`src/rtl/uart_io_pkg.sv`:
```
// Shared definitions for the memory-mapped UART transmitter: register offsets,
// STATUS/CTRL bit positions and the serialiser state encoding.
package uart_io_pkg;

  localparam logic [3:0] REG_TXDATA  = 4'h0;
  localparam logic [3:0] REG_STATUS  = 4'h4;
  localparam logic [3:0] REG_BAUDDIV = 4'h8;
  localparam logic [3:0] REG_CTRL    = 4'hC;

  localparam int STAT_BUSY      = 0;
  localparam int STAT_FULL      = 1;
  localparam int STAT_EMPTY     = 2;
  localparam int STAT_OVERFLOW  = 3;
  localparam int STAT_COUNT_LSB = 8;

  localparam int CTRL_ENABLE    = 0;
  localparam int CTRL_CLR_OVF   = 1;
  localparam int CTRL_IRQ_EN    = 2;

  typedef enum logic [1:0] {
    ST_IDLE,
    ST_START,
    ST_DATA,
    ST_STOP
  } tx_state_e;

endpackage

```
`src/rtl/io_uart_tx_sync_fifo.sv`:
```
// Single-clock FIFO with occupancy count; a push into a full FIFO is accepted
// when a pop happens in the same cycle.
module sync_fifo #(
  parameter int WIDTH      = 8,
  parameter int DEPTH_LOG2 = 4
) (
  input  logic                  clk,
  input  logic                  rst,
  input  logic                  push,
  input  logic                  pop,
  input  logic [WIDTH-1:0]      wdata,
  output logic [WIDTH-1:0]      rdata,
  output logic                  full,
  output logic                  empty,
  output logic [DEPTH_LOG2:0]   count
);

  localparam int DEPTH = 1 << DEPTH_LOG2;
  localparam logic [DEPTH_LOG2:0]   FULL_COUNT = 1'b1 << DEPTH_LOG2;
  localparam logic [DEPTH_LOG2:0]   CNT_ONE    = 1;
  localparam logic [DEPTH_LOG2-1:0] PTR_ONE    = 1;

  logic [WIDTH-1:0]      mem [DEPTH];
  logic [DEPTH_LOG2-1:0] wr_ptr, rd_ptr;
  logic                  do_push, do_pop;

  assign full    = (count == FULL_COUNT);
  assign empty   = (count == '0);
  assign do_pop  = pop && !empty;
  assign do_push = push && (!full || do_pop);
  assign rdata   = mem[rd_ptr];

  // NOTE: the storage array has no reset; only pointers and count define validity.
  always_ff @(posedge clk) begin
    if (do_push) mem[wr_ptr] <= wdata;
  end

  always_ff @(posedge clk or posedge rst) begin
    if (rst) begin
      wr_ptr <= '0;
      rd_ptr <= '0;
      count  <= '0;
    end else begin
      if (do_push) wr_ptr <= wr_ptr + PTR_ONE;
      if (do_pop)  rd_ptr <= rd_ptr + PTR_ONE;
      case ({do_push, do_pop})
        2'b10:   count <= count + CNT_ONE;
        2'b01:   count <= count - CNT_ONE;
        default: count <= count;
      endcase
    end
  end

endmodule

```
`src/rtl/io_uart_tx.sv`:
```
// Memory-mapped 8N1 UART transmitter with a byte FIFO.
// Optional interrupt output enabled by defining UART_TX_IRQ_EN.
module io_uart_tx
  import uart_io_pkg::*;
#(
  parameter int          IO_ADDR_BITS    = 4,
  parameter int          FIFO_DEPTH_LOG2 = 4,
  parameter logic [15:0] BAUD_DIV_RESET  = 16'd434
) (
  input  logic                    clk,
  input  logic                    rst,
  input  logic [IO_ADDR_BITS-1:0] addressIO,
  input  logic [31:0]             dataInIO,
  output logic [31:0]             dataOutIO,
  input  logic                    wEnIO,
  output logic                    txd
`ifdef UART_TX_IRQ_EN
  ,
  output logic                    irq
`endif
);

  logic [1:0]  sel;
  logic        wr_txdata, wr_bauddiv, wr_ctrl;
  logic [15:0] baud_div, div_m1;
  logic        enable, overflow;

  logic                     fifo_pop, fifo_full, fifo_empty;
  logic [7:0]               fifo_rdata;
  logic [FIFO_DEPTH_LOG2:0] fifo_count;

  tx_state_e   state, state_next;
  logic [15:0] cnt, cnt_next;
  logic [2:0]  idx, idx_next;
  logic [7:0]  shift, shift_next;
  logic        txd_bit;

  assign sel        = addressIO[3:2];
  assign wr_txdata  = wEnIO && (sel == REG_TXDATA[3:2]);
  assign wr_bauddiv = wEnIO && (sel == REG_BAUDDIV[3:2]);
  assign wr_ctrl    = wEnIO && (sel == REG_CTRL[3:2]);
  // A divisor of 0 behaves as 1; the counter always reloads with div-1.
  assign div_m1     = (baud_div == 16'd0) ? 16'd0 : baud_div - 16'd1;

  sync_fifo #(.WIDTH(8), .DEPTH_LOG2(FIFO_DEPTH_LOG2)) u_fifo (
    .clk   (clk),
    .rst   (rst),
    .push  (wr_txdata),
    .pop   (fifo_pop),
    .wdata (dataInIO[7:0]),
    .rdata (fifo_rdata),
    .full  (fifo_full),
    .empty (fifo_empty),
    .count (fifo_count)
  );

  // NOTE: sequential state uses non-blocking assignments so all registers see pre-edge values.
  always_ff @(posedge clk or posedge rst) begin
    if (rst) begin
      baud_div <= BAUD_DIV_RESET;
      enable   <= 1'b0;
      overflow <= 1'b0;
    end else begin
      if (wr_bauddiv) baud_div <= dataInIO[15:0];
      if (wr_ctrl)    enable   <= dataInIO[CTRL_ENABLE];
      if (wr_txdata && fifo_full && !fifo_pop)
        overflow <= 1'b1;
      else if (wr_ctrl && dataInIO[CTRL_CLR_OVF])
        overflow <= 1'b0;
    end
  end

`ifdef UART_TX_IRQ_EN
  logic irq_en;
  logic unused_bits;
  assign unused_bits = ^{addressIO[1:0], dataInIO[31:16]};

  always_ff @(posedge clk or posedge rst) begin
    if (rst) begin
      irq_en <= 1'b0;
      irq    <= 1'b0;
    end else begin
      if (wr_ctrl) irq_en <= dataInIO[CTRL_IRQ_EN];
      irq <= irq_en && (fifo_empty || overflow);
    end
  end
`else
  logic unused_bits;
  assign unused_bits = ^{addressIO[1:0], dataInIO[31:16], dataInIO[CTRL_IRQ_EN]};
`endif

  // NOTE: every combinational output gets a default first so no latch is inferred.
  always_comb begin
    dataOutIO = '0;
    case (sel)
      REG_STATUS[3:2]: begin
        dataOutIO[STAT_BUSY]     = (state != ST_IDLE);
        dataOutIO[STAT_FULL]     = fifo_full;
        dataOutIO[STAT_EMPTY]    = fifo_empty;
        dataOutIO[STAT_OVERFLOW] = overflow;
        dataOutIO[STAT_COUNT_LSB +: FIFO_DEPTH_LOG2+1] = fifo_count;
      end
      REG_BAUDDIV[3:2]: dataOutIO[15:0] = baud_div;
      REG_CTRL[3:2]: begin
        dataOutIO[CTRL_ENABLE] = enable;
`ifdef UART_TX_IRQ_EN
        dataOutIO[CTRL_IRQ_EN] = irq_en;
`endif
      end
      default: dataOutIO = '0;
    endcase
  end

  always_comb begin
    state_next = state;
    cnt_next   = cnt;
    idx_next   = idx;
    shift_next = shift;
    fifo_pop   = 1'b0;
    txd_bit    = 1'b1;
    case (state)
      ST_IDLE: begin
        if (enable && !fifo_empty) begin
          fifo_pop   = 1'b1;
          shift_next = fifo_rdata;
          cnt_next   = div_m1;
          state_next = ST_START;
        end
      end
      ST_START: begin
        txd_bit = 1'b0;
        if (cnt == 16'd0) begin
          cnt_next   = div_m1;
          idx_next   = 3'd0;
          state_next = ST_DATA;
        end else begin
          cnt_next = cnt - 16'd1;
        end
      end
      ST_DATA: begin
        txd_bit = shift[0];
        if (cnt == 16'd0) begin
          cnt_next = div_m1;
          if (idx == 3'd7) begin
            state_next = ST_STOP;
          end else begin
            idx_next   = idx + 3'd1;
            shift_next = {1'b0, shift[7:1]};
          end
        end else begin
          cnt_next = cnt - 16'd1;
        end
      end
      ST_STOP: begin
        if (cnt == 16'd0) state_next = ST_IDLE;
        else              cnt_next   = cnt - 16'd1;
      end
      default: state_next = ST_IDLE;
    endcase
  end

  // txd is registered from the current state, so the line lags the FSM by one cycle.
  always_ff @(posedge clk or posedge rst) begin
    if (rst) begin
      state <= ST_IDLE;
      cnt   <= '0;
      idx   <= '0;
      shift <= '0;
      txd   <= 1'b1;
    end else begin
      state <= state_next;
      cnt   <= cnt_next;
      idx   <= idx_next;
      shift <= shift_next;
      txd   <= txd_bit;
    end
  end

endmodule
```
`config.mk`:
```
export PLATFORM = sky130hd
export DESIGN_NAME = io_uart_tx
export DESIGN_NICKNAME = d
export VERILOG_FILES = /design/src/rtl/uart_io_pkg.sv /design/src/rtl/io_uart_tx_sync_fifo.sv /design/src/rtl/io_uart_tx.sv
export SDC_FILE = /design/constraint.sdc
export NUM_CORES = 1
export LEC_CHECK = 0
export BUFFER_PORTS_ARGS = -buffer_cell sky130_fd_sc_hd__buf_2
export CORE_UTILIZATION = 40
export CTS_BUF_LIST = sky130_fd_sc_hd__clkbuf_16
export DETAILED_ROUTE_END_ITERATION = 12
export MAX_ROUTING_LAYER = met4
export PLACE_DENSITY_LB_ADDON = 0.1
export SLEW_MARGIN = 20
export SYNTH_ARGS = -nofsm -noshare
export SYNTH_HDL_FRONTEND = slang
export SYNTH_SLANG_ARGS = --single-unit
```
`constraint.sdc`:
```
create_clock -name clk -period 4.2 [get_ports clk]
set_clock_uncertainty 0.1 [all_clocks]
set_input_delay 0.63 -clock clk [delete_from_list [all_inputs] [get_ports clk]]
set_output_delay 0.63 -clock clk [all_outputs]
set_load 0.05 [all_outputs]
```
**Word level (Yosys, flattened, before mapping)**

Memories as Yosys holds them, arrays and structs flattened.
Index checks and enable logic that the tools add are counted.
Widths: inputs -> output; s select.

- RAM bits: 128
- Logic and storage cells: 96
- Memories: 1
- Register bits after elaboration: 61
- Output and inout port bits: 33

Memories:

| memory | words | width | read ports | clocked after Yosys merged registers in | write ports | RTL line | text |
|---|---|---|---|---|---|---|---|
| u_fifo.mem | 16 | 8 | 1 | 0 | 1 | io_uart_tx_sync_fifo.sv:23 | `logic [WIDTH-1:0] mem [DEPTH];` |

- Reductions and logical operators: 28
- Add/sub/neg operators: 7
- Mux-type cells: 32
- Equal/unequal tests: 17

Operators with widths:

| cell | count |
|---|---|
| $mux 16 | 4 |
| $pmux 16 s3 | 1 |
| $logic_not 16->1 | 2 |
| $sub 16x1->16 const B | 2 |
| $mux 8 | 3 |
| $pmux 5 s2 | 2 |
| $pmux 8 s2 | 1 |
| $ne 2x2->1 const B | 7 |
| $mux 3 | 4 |
| $pmux 3 s2 | 2 |
| $eq 2x2->1 const B | 5 |
| $mux 2 | 5 |
| $reduce_bool 2->1 | 5 |
| $logic_and 1x1->1 | 9 |
| $add 4x1->4 const B | 2 |
| $pmux 2 s4 | 1 |
| $reduce_and 4->1 | 2 |
| $eq 2x1->1 const B | 3 |
| $mux 1 | 6 |
| $add 5x1->5 const B | 1 |
| $eq 5x5->1 const B | 1 |
| $logic_not 5->1 | 1 |
| $reduce_and 5->1 | 1 |
| $sub 5x1->5 const B | 1 |
| 10 further kinds | 13 |

**Depth between registers and ports, before layout**

Gate-level depths: netlist (run 1).

- Depth after elaboration: 10
- Gate-level depth with buffers: 15
- Depth with buffers taken out: 13

**Hierarchy**

A second synthesis (run 1) with hierarchy kept.

- Cells, all modules: 657
- Area, all modules: 9017.4 um^2

By module, submodules not included:

| module | cells an instance | times used | area an instance (um^2) | sequential area each (um^2) |
|---|---|---|---|---|
| sync_fifo | 309 | 1 | 5816.8 | 4169.0 |
| io_uart_tx | 348 | 1 | 3200.6 | 1208.7 |

**Worst setup path after synthesis (run 1)**

Ideal clock, no wire load.

- Kind: reg-to-reg
- Start: register state[0]
- End: register u_fifo.count[4]
- Path buffers: 2
- Period minus slack after synthesis: 3.061 ns
- Cell stages (with the launch flop): 16
- Data arrival time: 2.881 ns
- Setup time: 0.080 ns
- Slack: 1.139 ns
- Path through: dfrtp_1 > inv_1 > ha_1 > clkbuf_1 > nand2_1 > a31oi_1 > inv_1 > ha_1 > clkbuf_1 > xor2_1 > ha_1 > a21o_1 > nand2_1 > a21oi_1 > o21bai_1 > xnor2_1

- Cells in the longest elaborated chain, start to end: 7
- Elaborated cells on any way between the ends: 9

RTL lines:

| element | RTL line | text |
|---|---|---|
| start: declaration | io_uart_tx.sv:32 | `tx_state_e state, state_next;` |
| start signal: assignment | io_uart_tx.sv:171 | `state <= state_next;` |
| $logic_not 2->1 * | io_uart_tx.sv:121 | `case (state)` |
| $mux 1 * | io_uart_tx.sv:121 |  |
| $logic_and 1x1->1 * | io_uart_tx_sync_fifo.sv:29 | `assign do_pop = pop && !empty;` |
| $logic_or 1x1->1 | io_uart_tx_sync_fifo.sv:30 | `assign do_push = push && (!full \|\| do_pop);` |
| $logic_and 1x1->1 | io_uart_tx_sync_fifo.sv:30 |  |
| $eq 2x1->1 or $eq 2x2->1 (tied branches) | io_uart_tx_sync_fifo.sv:46 | `case ({do_push, do_pop})` |
| $pmux 5 s2 or $reduce_bool 2->1 (tied branches) | -- |  |
| end signal: assignment | io_uart_tx_sync_fifo.sv:47 | `2'b10: count <= count + CNT_ONE;` |
| end signal: assignment | io_uart_tx_sync_fifo.sv:48 | `2'b01: count <= count - CNT_ONE;` |
| end signal: assignment | io_uart_tx_sync_fifo.sv:49 | `default: count <= count;` |
| end: declaration | io_uart_tx_sync_fifo.sv:15 | `output logic [DEPTH_LOG2:0] count` |

Every way passes the cells marked *; elsewhere a longest branch is shown, timed or not.
A chain may end at the register's enable or synchronous reset.

**Worst setup path in the final report (run 1)**

Ends and elaborated chain as after synthesis.

==> results of run 1 <==
[registers in the layout, indices dropped and copies added (netlist names)]
name / flops
idx: 3
u_fifo.mem: 128
enable: 1
state: 2
txd: 1
overflow: 1
u_fifo.count: 5
u_fifo.rd_ptr: 4
cnt: 16
u_fifo.wr_ptr: 4
baud_div: 16
shift: 8
[cells in the final DEF, fill, tap and decap left out, drive strengths merged, types with 7 or more instances in the layout]
cell,count
nor2,24
inv,26
buf,45
mux4,27
a22oi,13
and2,23
a21oi,14
nor3,13
clkbuf,17
nand3,7
or4,8
a221oi,8
nor2b,12
xor2,9
o21ai,27
nand2b,10
edfxtp,128
ha,22
nand2,26
mux2i,20
xnor2,17
mux2,27
nor4,9
conb,16
o211ai,7
dfrtp,55
[power by group through the flow]
stage          clock network, W  logic, W  registers, W
2_1_floorplan                 0   0.00188       0.00247
3_3_place_gp                  0   0.00230       0.00259
3_5_place_dp                  0   0.00234       0.00261
4_1_cts                 0.00175   0.00235       0.00257
5_1_grt                 0.00182   0.00257       0.00262
6_report                0.00172   0.00233       0.00257
[worst max-delay path: stages (launching register included)]
cell      delay (ns)
dfrtp_1         0.43
inv_1           0.09
ha_1            0.25
nand2_1         0.13
a31oi_1         0.54
inv_1           0.21
ha_1            0.35
xor2_1          0.18
ha_1            0.24
a21o_1          0.19
nand2_1         0.06
a21oi_1         0.06
o21bai_1        0.17
xnor2_1         0.13
[how the worst max path moves through the flow]
| stage | startpoint | endpoint | cells past startpoint |
|---|---|---|---|
| 2_1_floorplan | state[0] | u_fifo.count[4] | 15 |
| 4_1_cts | state[0] | u_fifo.count[4] | 13 |
| 5_1_grt | state[0] | u_fifo.count[4] | 13 |
| 3_3_place_gp | addressIO[2] | u_fifo.count[4] | 14 |
| 3_5_place_dp | addressIO[2] | u_fifo.count[4] | 14 |
| 6_report | state[0] | u_fifo.count[4] | 13 |
[stage by stage]
step	setup slack [ns]	power [W]	hold slack [ns]	instances	instance area (um2)
4_1_cts	0.978	0.00667	0.309	964	10000
5_1_grt	0.735	0.00701	0.299	964	10000
3_3_place_gp	0.905	0.00489	0.369	932	9390
6_report	0.998	0.00662	0.238	964	10000
3_5_place_dp	0.868	0.00495	0.388	932	9390
2_1_floorplan	1.14	0.00435	0.349	653	9040
[final cells by class]
| type | instances | area, um2 |
|---|---|---|
| clock buffers | 17 | 425 |
| clock inverters | 15 | 221 |
| fillers | 1914 | 11900 |
| inverters | 17 | 65.1 |
| multi-input cells | 401 | 3350 |
| flip-flops and latches | 189 | 5380 |
| well taps | 280 | 350 |
| repair buffers | 45 | 245 |
[routing by layer]
layer	GRT usage	vias to the layer above	share of wire	wire length [um]
met3	0.0314	14	0.029	581
met1	0.246	2789	0.47	9220
met2	0.301	95	0.50	9810
met4	0.0384	0	0.0092	183
li1	-	2465	-	-
met5	-	-	0	0
[kinds of logic (layout without fill, tap and decap cells)]
logic type	after synthesis	count (layout)	share of synthesized area
buffers and inverters	63	94	0.0354
other	1	16	0.000417
flip-flops	189	189	0.598
adder cells (fa/ha/maj)	22	22	0.0306
AND/OR/NAND/NOR	156	156	0.0988
XOR/XNOR	26	26	0.0253
multiplexers	74	74	0.124
AO/OA/AOI/OAI	107	107	0.0873
==> results.md, run 1 <==
* CTS buffer count at 17
* Vias in the first global route at 5432
* Worst R2R Setup Slack at 1.0 ns
* CTS H-tree lvls at 4
* R2r worst-path depth at 13
* Nets at 732
* Top-Level Pins at 72
* R2r startpoint: state[0]
* Post-Syn Area per Cell at 14.1 um2
* Skew-Pair Late Insertion Delay at 0.44 ns
* Final setup vio count at 0
* First-pass detailed-route iteration total at 10
* Clk root buf: clkbuf_16
* Int Pwr at 0.00409 W
* Leak at 3.65 nW
* Switching share of power at 0.382
* Post-CTS setup buffers at 0
* Post-synthesis cell count at 638
* Core Region at 22000 um2
* Util after Layout at 0.457
* Largest cells by area after synthesis: edfxtp_1 43%, dfrtp_1 15%, mux4_2 6.8%, ha_1 3.1%, mux2_2 2.8%
* Clock-pin slew on the worst setup and hold paths at 0.08 ns
* Vias at 5363
* Worst-path maximum fanout at 9
* FF+latch count, synth at 189
* FF-to-FF End: u_fifo.count[4]
* Clk pwr share at 0.259
* Sum Neg Setup Slack at 0 ns
* Slew Viols, Final at 0
* Seq pwr share at 0.389
* Hold-fix buffer count after cts at 0
* Clock Sink Count at 189
* Die H at 152 um
* Drt drc at 8
* Combinational cell fraction of total power at 0.352
* Vias per cell at 5.56
* Fmax at 312 MHz
* Avg WL per Cell at 20.5 um
* RePlAce Congestion at 0.846
* Hold Path Class: input port to asynchronous set/reset pin
* Row Count at 54
* Synth Flop Type: edfxtp_1
* VDD IR max at 321 uV
* Overall routing resource usage at 0.185
* Initial DRC Count at 393
* Ant. Diodes at 0
* Setup crit start kind: flop
* Post-synth top cells: 128 x edfxtp_1, 55 x dfrtp_1, 27 x mux4_2, 26 x nand2_1, 24 x nor2_1
* Hpwl dp at 13700 um
* Final antenna-violating net count at 0
* Share of layout cells above drive strength 1 at 0.222
* First-pass GRT wire length at 31400 um
* Antenna violations before repair at 0
* Longest Clk Path Bufs at 2
* Most common cell in the netlist: edfxtp_1
* Synth warn at 0
* CTS tree: done
* Distinct cells, synth at 65
* Starting density of the core at 0.409
* Register area share after synthesis at 0.598
* Cell Pwr Density at 660 nW/um2
* RSZ-0062 raised after global routing: no
* Slew headroom at 0.255
* Crit path capture type: flop
* Max Cap Viol at 0
* Area of the mapped netlist at 8990 um2
* EDFF count, synth at 128
* Run status: finished, violations left
* Largest area contributor in the netlist: edfxtp_1
* Port Buffers at 37
* Layout Area Growth over Synthesis at 11.7%
* Die area at 23100 um2
* Post-cts resize count at 0
* Tmin final at 3.20 ns
* Routed WL at 19800 um
* Final period utilization at 0.762
* Yosys top cell area share at 0.428
* Remaining Overflow, GRT at 0
* Crit Path Category: flop to flop
* Failing checks: DRC
* Net Switching at 0.00253 W
* CP arrival at 3.46 ns
* Final hold vios at 0
* Worst-Margin Slew at 1.11 ns
* Worst Path Required at 4.46 ns
* Post-synth ARST share at 0.323
* Die outline width at 152 um
* Largest net degree at the start of global routing at 48
No activity file was read; power rests on OpenSTA's default activity.
==> run 2: changes to the inputs <==
==> constraint.sdc (replaced) <==
create_clock -name clk -period 2.93 [get_ports clk]
set_clock_uncertainty 0.1 [all_clocks]
set_input_delay 0.4395 -clock clk [delete_from_list [all_inputs] [get_ports clk]]
set_output_delay 0.4395 -clock clk [all_outputs]
set_load 0.05 [all_outputs]
==> run 2 against run 1 <==
The flow still finishes with violations (DRC); utilization grew 0.81 points; die area is the same; sequential power grew 46%; worst hold slack got worse by 0.12 ns; non-clock buffer count is 15 higher; global-route usage increased by 0.71 points; routed wire length up 2.7%; final area up 1.8%; register-to-register slack worse by 0.83 ns.
==> results.md, run 2 (same netlist as run 1, synthesis figures left out) <==
* Net Switching at 0.00367 W
* Largest register FFs at 128
* R2r startpoint: cnt[0]
* CTS buffer count at 17
* GR peak layer: met2
* Starting density of the core at 0.409
* GRT met2 Usage at 0.311
* First-pass detailed-route iteration total at 8
* CP max stage delay at 0.49 ns
* Max Cap Viol at 0
* Util after Layout at 0.465
* Longest Clk Path Bufs at 2
* Slew headroom at 0.348
* Vias in the first global route at 5592
* Switching share of power at 0.380
* Area occupied by multi-input gates at 3380 um2
* Final setup vio count at 0
* Failing checks: DRC
* Die H at 152 um
* Hpwl dp at 14000 um
* Leak at 3.73 nW
* Vias at 5364
* Worst-Margin Slew at 0.967 ns
* Clock-pin slew on the worst setup and hold paths at 0.09 ns
* Routed WL at 20300 um
* Int Pwr at 0.00600 W
* Layout Area Growth over Synthesis at 13.6%
* Ant. Diodes at 0
* Antenna violations before repair at 0
* Overall routing resource usage at 0.193
* Nets at 747
* Remaining Overflow, GRT at 0
* Hold Path Class: input port to flop
* Share of layout cells above drive strength 1 at 0.250
* Worst Path Required at 3.15 ns
* Clk root buf: clkbuf_16
* Cell Area, Placed at 9570 um2
* CTS H-tree lvls at 4
* Final period utilization at 0.944
* RePlAce Congestion at 0.835
* Crit path capture type: flop
* Core Region at 22000 um2
* VDD IR max at 398 uV
* Run status: finished, violations left
* Tmin final at 2.77 ns
* Final instance area at 10200 um2
* Skew-Pair Late Insertion Delay at 0.45 ns
* Biggest register: u_fifo.mem
* Routing usage on met1 at 0.256
* RSZ-0062 raised after global routing: no
* Most frequent cells in the layout: 128 x edfxtp_1, 53 x dfrtp_1, 37 x buf_2, 27 x mux4_2, 25 x nand2_1
* Top-Level Pins at 72
* Cell Pwr Density at 947 nW/um2
* Largest net degree at the start of global routing at 50
* Port Buffers at 37
* Setup crit start kind: flop
* Clk pwr share at 0.247
* Seq pwr share at 0.389
* Clock Sink Count at 189
* Sum Neg Setup Slack at 0 ns
* CP arrival at 2.99 ns
* Worst-path maximum fanout at 8
* Slew Viols, Final at 0
* First-pass GRT wire length at 32600 um
* Layout filler cell count at 1943
* Total power at 0.00967 W
* CTS tree: done
* Avg WL per Cell at 20.8 um
* Final hold vios at 0
* Buf+Inv Stages, Crit Path at 1
* Highest-delay cell along the critical path: or3b_1
* Worst Hold Launch: dataInIO[10]
* Commonest non-fill, non-tap cell in the layout: edfxtp_1
* Combinational cell fraction of total power at 0.364
* Crit Path Category: flop to flop
* Fmax at 362 MHz
* Reg area at 5380 um2
* Final antenna-violating net count at 0
* Drt drc at 3
* Die area at 23100 um2
* Initial DRC Count at 305
* Vias per cell at 5.48
* Worst hold slack at 0.123 ns
* Die outline width at 152 um
* GRT met3 Usage at 0.0260
* Crit path from: cnt[0]
* CP top delay family: simple AND/OR/NAND/NOR gates
* Critical path cell sequence: inv_1 -> ha_1 -> or3b_1 -> nor4_4 -> nand3b_1 -> a21oi_4 -> mux2_2
* Post-CTS setup buffers at 0
* Regs by FF count: u_fifo.mem (128), baud_div (16), cnt (16)
* Row Count at 54
## run 2: path summary, 6_finish.rpt
path,to,slack (ns),cells past startpoint
min in group asynchronous,cnt[4],0.41,3
max in group asynchronous,baud_div[8],1.69,4
worst max register to register,shift[5],0.16,7
worst max-delay path,shift[5],0.16,7
worst min-delay path,baud_div[10],0.12,2
worst min register to register,shift[3],0.39,1
## run 2: stage by stage
step	cells	worst slack (ns)
after global routing	979	0.00174
after floorplan	653	0.0258
after CTS	979	0.120
after global placement	946	0.169
final	979	0.164
after detailed placement	946	0.147
## run 2: cell type report
cell class,count,area share
Tap cell,280,0.0343
Timing Repair Buffer,60,0.0402
Clock buffer,17,0.0417
Multi-Input combinational cell,401,0.331
Sequential cell,189,0.527
Inverter,17,0.00625
Clock inverter,15,0.0194
## run 2: power by group through the flow
stage                     clock network (W)  registers [W]  logic (W)
after detailed placement                  0        0.00382    0.00350
after CTS                           0.00244        0.00376    0.00352
after floorplan                           0        0.00355    0.00271
final                               0.00239        0.00376    0.00352
after global placement                    0        0.00379    0.00344
after global routing                0.00254        0.00383    0.00384
## run 2: repair_timing
action / in CTS / in global routing
endpoints found under the setup margin: 0 / 2
hold endpoints to repair: 12 / 0
hold buffers: 1 / 0
gates resized for setup: 0 / 6
## run 2: per-layer routing
| metal | vias up | wire length, um |
|---|---|---|
| li1 | 2514 | - |
| met4 | 0 | 240 |
| met1 | 2747 | 9510 |
| met5 | - | 0 |
| met2 | 86 | 10100 |
| met3 | 17 | 457 |
